<file path="src/rtl/exc_ctrl_pkg.sv">
// Shared CP0-side definitions: FSM encoding, trap cause codes, status bit
// positions and the trap priority encoder.
package exc_ctrl_pkg;

  typedef enum logic [1:0] {
    ST_IDLE  = 2'd0,
    ST_SAVE  = 2'd1,
    ST_REDIR = 2'd2,
    ST_ERET  = 2'd3
  } exc_state_e;

  localparam logic [31:0] DEF_HANDLER_ADDR  = 32'h0040_0004;
  localparam logic [4:0]  DEF_CAUSE_SYSCALL = 5'd8;
  localparam logic [4:0]  DEF_CAUSE_BREAK   = 5'd9;
  localparam logic [4:0]  DEF_CAUSE_TEQ     = 5'd13;

  localparam int unsigned STATUS_IE  = 0;
  localparam int unsigned STATUS_SYS = 1;
  localparam int unsigned STATUS_BRK = 2;
  localparam int unsigned STATUS_TEQ = 3;

  // Fixed priority syscall > break > teq; inputs are already status-qualified.
  function automatic logic [4:0] trap_cause(
    input logic       sys_ok,
    input logic       brk_ok,
    input logic [4:0] c_sys,
    input logic [4:0] c_brk,
    input logic [4:0] c_teq
  );
    if (sys_ok)      return c_sys;
    else if (brk_ok) return c_brk;
    else             return c_teq;
  endfunction

endpackage

</file>
<file path="src/rtl/exc_ctrl.sv">
// Exception sequencer: accepts status-qualified trap/eret requests in IDLE and
// walks CP0 through the save/redirect or eret sequence while stalling the core.
module exc_ctrl
  import exc_ctrl_pkg::*;
#(
  parameter logic [31:0] HANDLER_ADDR  = DEF_HANDLER_ADDR,
  parameter logic [4:0]  CAUSE_SYSCALL = DEF_CAUSE_SYSCALL,
  parameter logic [4:0]  CAUSE_BREAK   = DEF_CAUSE_BREAK,
  parameter logic [4:0]  CAUSE_TEQ     = DEF_CAUSE_TEQ
) (
  input  logic        clk,
  input  logic        rst,
  input  logic        syscall_req,
  input  logic        break_req,
  input  logic        teq_req,
  input  logic        eret_req,
  input  logic [31:0] status,
  input  logic [31:0] epc,
  output logic        exception,
  output logic [4:0]  cause,
  output logic        eret,
  output logic        pc_we,
  output logic [31:0] pc_next,
  output logic        stall
);

  exc_state_e state_q, state_d;
  logic [4:0] cause_q, cause_d;

  logic sys_ok, brk_ok, teq_ok, trap_any;

  // Only the enable bits matter; the rest of the status word belongs to CP0.
  logic unused_status;
  assign unused_status = ^status[31:4];

  assign sys_ok   = status[STATUS_IE] & status[STATUS_SYS] & syscall_req;
  assign brk_ok   = status[STATUS_IE] & status[STATUS_BRK] & break_req;
  assign teq_ok   = status[STATUS_IE] & status[STATUS_TEQ] & teq_req;
  assign trap_any = sys_ok | brk_ok | teq_ok;

  // NOTE: every always_comb output gets a default first so no path can infer a latch.
  always_comb begin
    state_d = state_q;
    cause_d = cause_q;
    unique case (state_q)
      ST_IDLE: begin
        if (trap_any) begin
          state_d = ST_SAVE;
          cause_d = trap_cause(sys_ok, brk_ok, CAUSE_SYSCALL, CAUSE_BREAK, CAUSE_TEQ);
        end else if (eret_req) begin
          state_d = ST_ERET;
        end
      end
      ST_SAVE:  state_d = ST_REDIR;
      ST_REDIR: state_d = ST_IDLE;
      ST_ERET:  state_d = ST_IDLE;
      default:  state_d = ST_IDLE;
    endcase
  end

  // NOTE: sequential state uses non-blocking assignments; reset is synchronous, so it lives inside the clocked branch.
  always_ff @(posedge clk) begin
    if (rst) begin
      state_q <= ST_IDLE;
      cause_q <= '0;
    end else begin
      state_q <= state_d;
      cause_q <= cause_d;
    end
  end

  // Moore decode, gated by rst so a reset cycle never carries a partial strobe.
  always_comb begin
    exception = 1'b0;
    eret      = 1'b0;
    pc_we     = 1'b0;
    pc_next   = '0;
    stall     = 1'b0;
    cause     = '0;
    if (!rst) begin
      cause = cause_q;
      unique case (state_q)
        ST_SAVE: begin
          exception = 1'b1;
          stall     = 1'b1;
        end
        ST_REDIR: begin
          pc_we   = 1'b1;
          pc_next = HANDLER_ADDR;
          stall   = 1'b1;
        end
        ST_ERET: begin
          eret    = 1'b1;
          pc_we   = 1'b1;
          pc_next = epc;
          stall   = 1'b1;
        end
        default: ;
      endcase
    end
  end

endmodule

</file>
<file path="config.mk">
export PLATFORM = sky130hd
export DESIGN_NAME = exc_ctrl
export DESIGN_NICKNAME = d
export VERILOG_FILES = /design/src/rtl/exc_ctrl_pkg.sv /design/src/rtl/exc_ctrl.sv
export SDC_FILE = /design/constraint.sdc
export NUM_CORES = 1
export LEC_CHECK = 0
export CAP_MARGIN = 10
export CORE_ASPECT_RATIO = 1.1
export CORE_UTILIZATION = 16
export CTS_CLUSTER_DIAMETER = 200
export DETAILED_ROUTE_END_ITERATION = 10
export PLACE_DENSITY = 0.75
export SYNTH_ARGS = -nofsm -noshare
export SYNTH_HDL_FRONTEND = slang
export SYNTH_SLANG_ARGS = --single-unit
export TNS_END_PERCENT = 50
</file>
<file path="constraint.sdc">
create_clock -name clk -period 1 [get_ports clk]
set_input_delay 0.2 -clock clk [delete_from_list [all_inputs] [get_ports clk]]
set_output_delay 0.2 -clock clk [all_outputs]
set_load 0.02 [all_outputs]
</file>
Word-level counts from Yosys, hierarchy flattened
Index checks and enable logic that the tools add are counted.
{ "totals": {"reg_bits": 7, "latch_bits": 0, "ramBits": 0, "romBits": 0, "inputBits": 70, "output_inout_bits": 41, "elab_cells": 34, "memories": 0} }
{ "op_classes": {"add_sub_neg": 0, "n_mul": 0, "div": 0, "order_cmp": 0, "eq_ne": 4, "shift": 0, "n_mux": 16, "n_bitwise": 8, "n_reduce_logical": 4} }
{ "op_table": {"columns": ["op", "n"], "rows": [
  ["32-bit one-hot mux with 2 select lines", 1],
  ["32-bit two-way mux", 1],
  ["1-bit two-way mux", 8],
  ["1-bit bitwise AND", 6],
  ["3-bit two-way mux", 2],
  ["2-bit one-hot mux with 3 select lines", 1],
  ["5-bit two-way mux", 1],
  ["2-bit equality test (second input constant)", 2],
  ["2-bit two-way mux", 2],
  ["3-bit != test (second input constant)", 1],
  ["3-bit OR reduction", 1],
  ["2-bit by 1-bit equality test with 1-bit output (second input constant)", 1],
  ["2-bit logical NOT", 1],
  ["1-bit OR", 2],
  ["2-bit AND reduction", 1],
  ["2-bit OR reduction", 1]
]} }

Depth between registers and ports, before layout
{ "logic_depth": {"word_depth": 6, "depth_mapped": 4, "mapped_depth_nobuf": 3} }

Worst setup path after synthesis
OpenSTA, ideal clock, no wires.
{ "synth_path": {"path_kind": "register -> output", "from": "register state_q[1]", "to": "output pc_next[23]", "arrival_ns": 1.069, "t_required_ns": 0.800, "path_slack_ns": -0.269, "path_stages_with_launch": 5, "path_cell_list": "dfxtp_1 -> nand2b_1 -> inv_2 -> buf_2 -> and3_1"} }
{ "synth_via": {"elab_chain_cells": 3} }
{ "synth_lines": {"columns": ["item", "line_no", "source"], "rows": [
  ["start: declaration", "exc_ctrl.sv:27", "exc_state_e state_q, state_d;"],
  ["start signal: assignment", "exc_ctrl.sv:67", "state_q <= state_d;"],
  ["2-bit equality test", "exc_ctrl.sv:82", "unique case (state_q)"],
  ["32-bit one-hot mux with 2 select lines *", "exc_ctrl.sv:82", null],
  ["32-bit two-way mux *", "exc_ctrl.sv:80", "if (!rst) begin"],
  ["end: declaration", "exc_ctrl.sv:23", "output logic [31:0] pc_next,"]
]} }
Mark *: on every way between the ends. The rest lies on a longest branch, timed or not.

Final worst setup path
{ "layout_path": {"from": "register state_q[1]", "to": "output pc_next[28]"} }
Same word-level chain as after synthesis.

==> reports/qor.yml <==
drt:
  detail_route.wirelength_mm: 2.97
  drt_iter0_drc: 26
  ant_nets: 0
  drc_errors: 0
  vias: 934
  drt-wirelength-per-cell_um: 14.8
  avgViaCountPerCell: 4.65
  dr.pass1.iters: 4
flow_run:
  cap_viol_max_count: 0
cts:
  worstSkewPairLatency_ps: 240
  clockBufferDepth: 2
  clk_pin_slew_ps: 40
  cts_sinks: 5
  tritoncts: "done"
  root_buffer: "clkbuf_4"
  cts_buffers: 3
  htreeDepth: 1
  postCtsHoldBufs: 0
placement:
  gp_congestion: 0.688
  dpl.hpwl_mm: 2.13
  pre_cts_ws_ps: -1080
  io_buffers: 80
synth:
  syn_area_um2: 523
  synth-xor-area-share_pct: 0
  ys_seq_elements: 5
  yosysSeqAreaShare_pct: 19.1
  synth_top_family_by_area: "simple AND/OR/NAND/NOR gates"
  netlist_instances: 74
  synth_compound_area_share_pct: 14.4
  avgSynthCellArea_um2: 7.07
  synth_cell_types: 25
  yosysWarnings: 0
  muxShareOfSynthArea_pct: 0
  synth-adder-area-share_pct: 0
  synthSimpleGateAreaFrac_pct: 54.1
sta:
  timing_hold_violations_final: 0
  period_minus_slack_ps: 1390
  setup_ws_ps: -388
  finalCritPeriodShare_pct: 139
  drv_slew: 0
  finalSetupViolations: 43
  fin_skew_ps: 0.670
  clock.fmax_ghz: 0.720
  rsz0062_at_grt: "true"
floorplanning:
  rows: 21
  die_area_um2: 3500
  io_pins: 111
  die_h_um: 62.0
  coreArea_um2: 3070
  die_x_um: 56.5
  initial_core_util_pct: 17.0
global_route:
  grt_use_total_pct: 15.6
  grt_pass1_wl_mm: 4.22
  grt_max_degree: 34
  antenna_found_initial: 0
  grt_overflow_total: 0
  first_global_vias: 914
power_and_ir_drop:
  static-leakage-power_uw: 0.000833
  power_density_nw_per_um2: 608
  ir_drop_mv: 0.576
worst_setup_path:
  reg2regPathDepth: 5
  critPathRequiredTime_ps: 800
  cp_data_arrival_time_ps: 1190
  cp_max_fo: 8
  endpoint_kind: "output pin"
  crit_path_start_kind: "flop"
  critical_path_class: "reg -> out"
finish:
  area_delta_synth_final_pct: 239
  fill_cells: 251
  utilization_pct: 57.6
  fin_nets: 238
  diodes: 0
  drive_gt1_share_pct: 64.7
outcome:
  status: "finished with violations"
  failed_checks: "setup timing"
hold_path:
  hold_path.class: "in -> reg"
  hold_depth: 3
-- cells in the final DEF (no fill, tap or decap), drive strengths merged, types with 3 or more instances in the layout --
cell,netlist,layout
inv,3,6
nor2b,3,3
nor2,3,3
a21oi,3,3
and3,30,30
dfxtp,5,5
nor3b,4,4
clkdlybuf4s50,0,34
buf,4,54
clkbuf,6,4
dlymetal6s2s,0,6
-- per-layer routing --
metal | up-vias | track usage, % | routed length [um]
met2 | 55 | 31.3 | 1600
met4 | 0 | 2.09 | 10
met1 | 424 | 16.9 | 1110
met3 | 2 | 4.55 | 257
li1 | 453 | - | -
met5 | - | 0 | 0
-- stage by stage --
step / power [uW] / hold WS (ps) / cells / instance area, um2 / TNS, ps
finish: 1080 / 324 / 201 / 1770 / -13660
global route: 1130 / 338 / 201 / 1770 / -15280
CTS: 1060 / 475 / 200 / 1710 / -15040
detailed placement: 780 / 575 / 193 / 1600 / -41530
global placement: 765 / 559 / 193 / 1600 / -39740
floorplan: 485 / 310 / 75 / 729 / -2130
-- flip-flops by register name, indices dropped and copies added, names as in the netlist --
name,cells
state_q,2
cause_q,3
-- cells by family (layout without fill, tap and decap cells) --
group,Yosys count,after routing
other,1,2
DFF,5,5
AOI/OAI and AO/OA,10,10
buffers and inverters,13,105
and+or+nand+nor,45,45
-- power breakdown --
part	internal, uW	switching (uW)	total (uW)
clock	151	83.7	235
combinational	346	262	607
sequential	221	14.2	235
total	718	360	1080
-- final timing paths --
| path | slack, ps | endpoint | from |
|---|---|---|---|
| hold reg to reg | 590 | cause_q[3]$_SDFFE_PP0P_ | cause_q[3]$_SDFFE_PP0P_ |
| hold / removal | 320 | cause_q[0]$_SDFFE_PP0P_ | status[1] |
| setup reg to reg | -250 | cause_q[0]$_SDFFE_PP0P_ | state_q[1]$_SDFFE_PP0P_ |
| setup / recovery | -390 | pc_next[28] | state_q[1]$_SDFFE_PP0P_ |
-- Yosys cell counts --
master,n,area (um2)
a211oi_1,1,7.51
a21o_1,1,7.51
dfxtp_1,5,100
a21oi_1,3,15.0
buf_2,2,10.0
nor3b_2,1,12.5
inv_1,2,7.51
a31oi_1,1,6.26
nor2b_1,3,18.8
nor3_1,1,5.00
and2_1,1,6.26
a311oi_1,1,8.76
and3_1,30,188
nor2_1,3,11.3
inv_2,1,3.75
clkbuf_1,4,15.0
a22o_2,2,20.0
nor4_1,1,6.26
or2_1,1,6.26
a222oi_1,1,10.0
nor3b_1,3,22.5
buf_4,2,15.0
clkbuf_2,2,10.0
conb_1,1,3.75
nand2b_1,1,6.26
-- timing repair --
action	in CTS	in global routing
pin swaps	26	2
gates resized for setup	239	18
setup endpoints to repair	44	44
cloned	3	0
buffers inserted	0	1
-- final cells by class --
type | count | area, um2 | area share [%]
flip-flops and latches | 5 | 108 | 6.07
repair buffers | 95 | 978 | 55.2
inverters | 3 | 23.8 | 1.34
repair inverters | 3 | 28.8 | 1.62
clock buffers | 4 | 26.3 | 1.48
multi-input cells | 57 | 564 | 31.9
well taps | 34 | 42.5 | 2.40
-- critical path, cell delays in order, from the launching register on --
cell and delay (ps):
dfxtp_4 350, nand2b_4 160, inv_6 140, and3_4 190, buf_6 110
No activity file was read; power rests on OpenSTA's default activity.
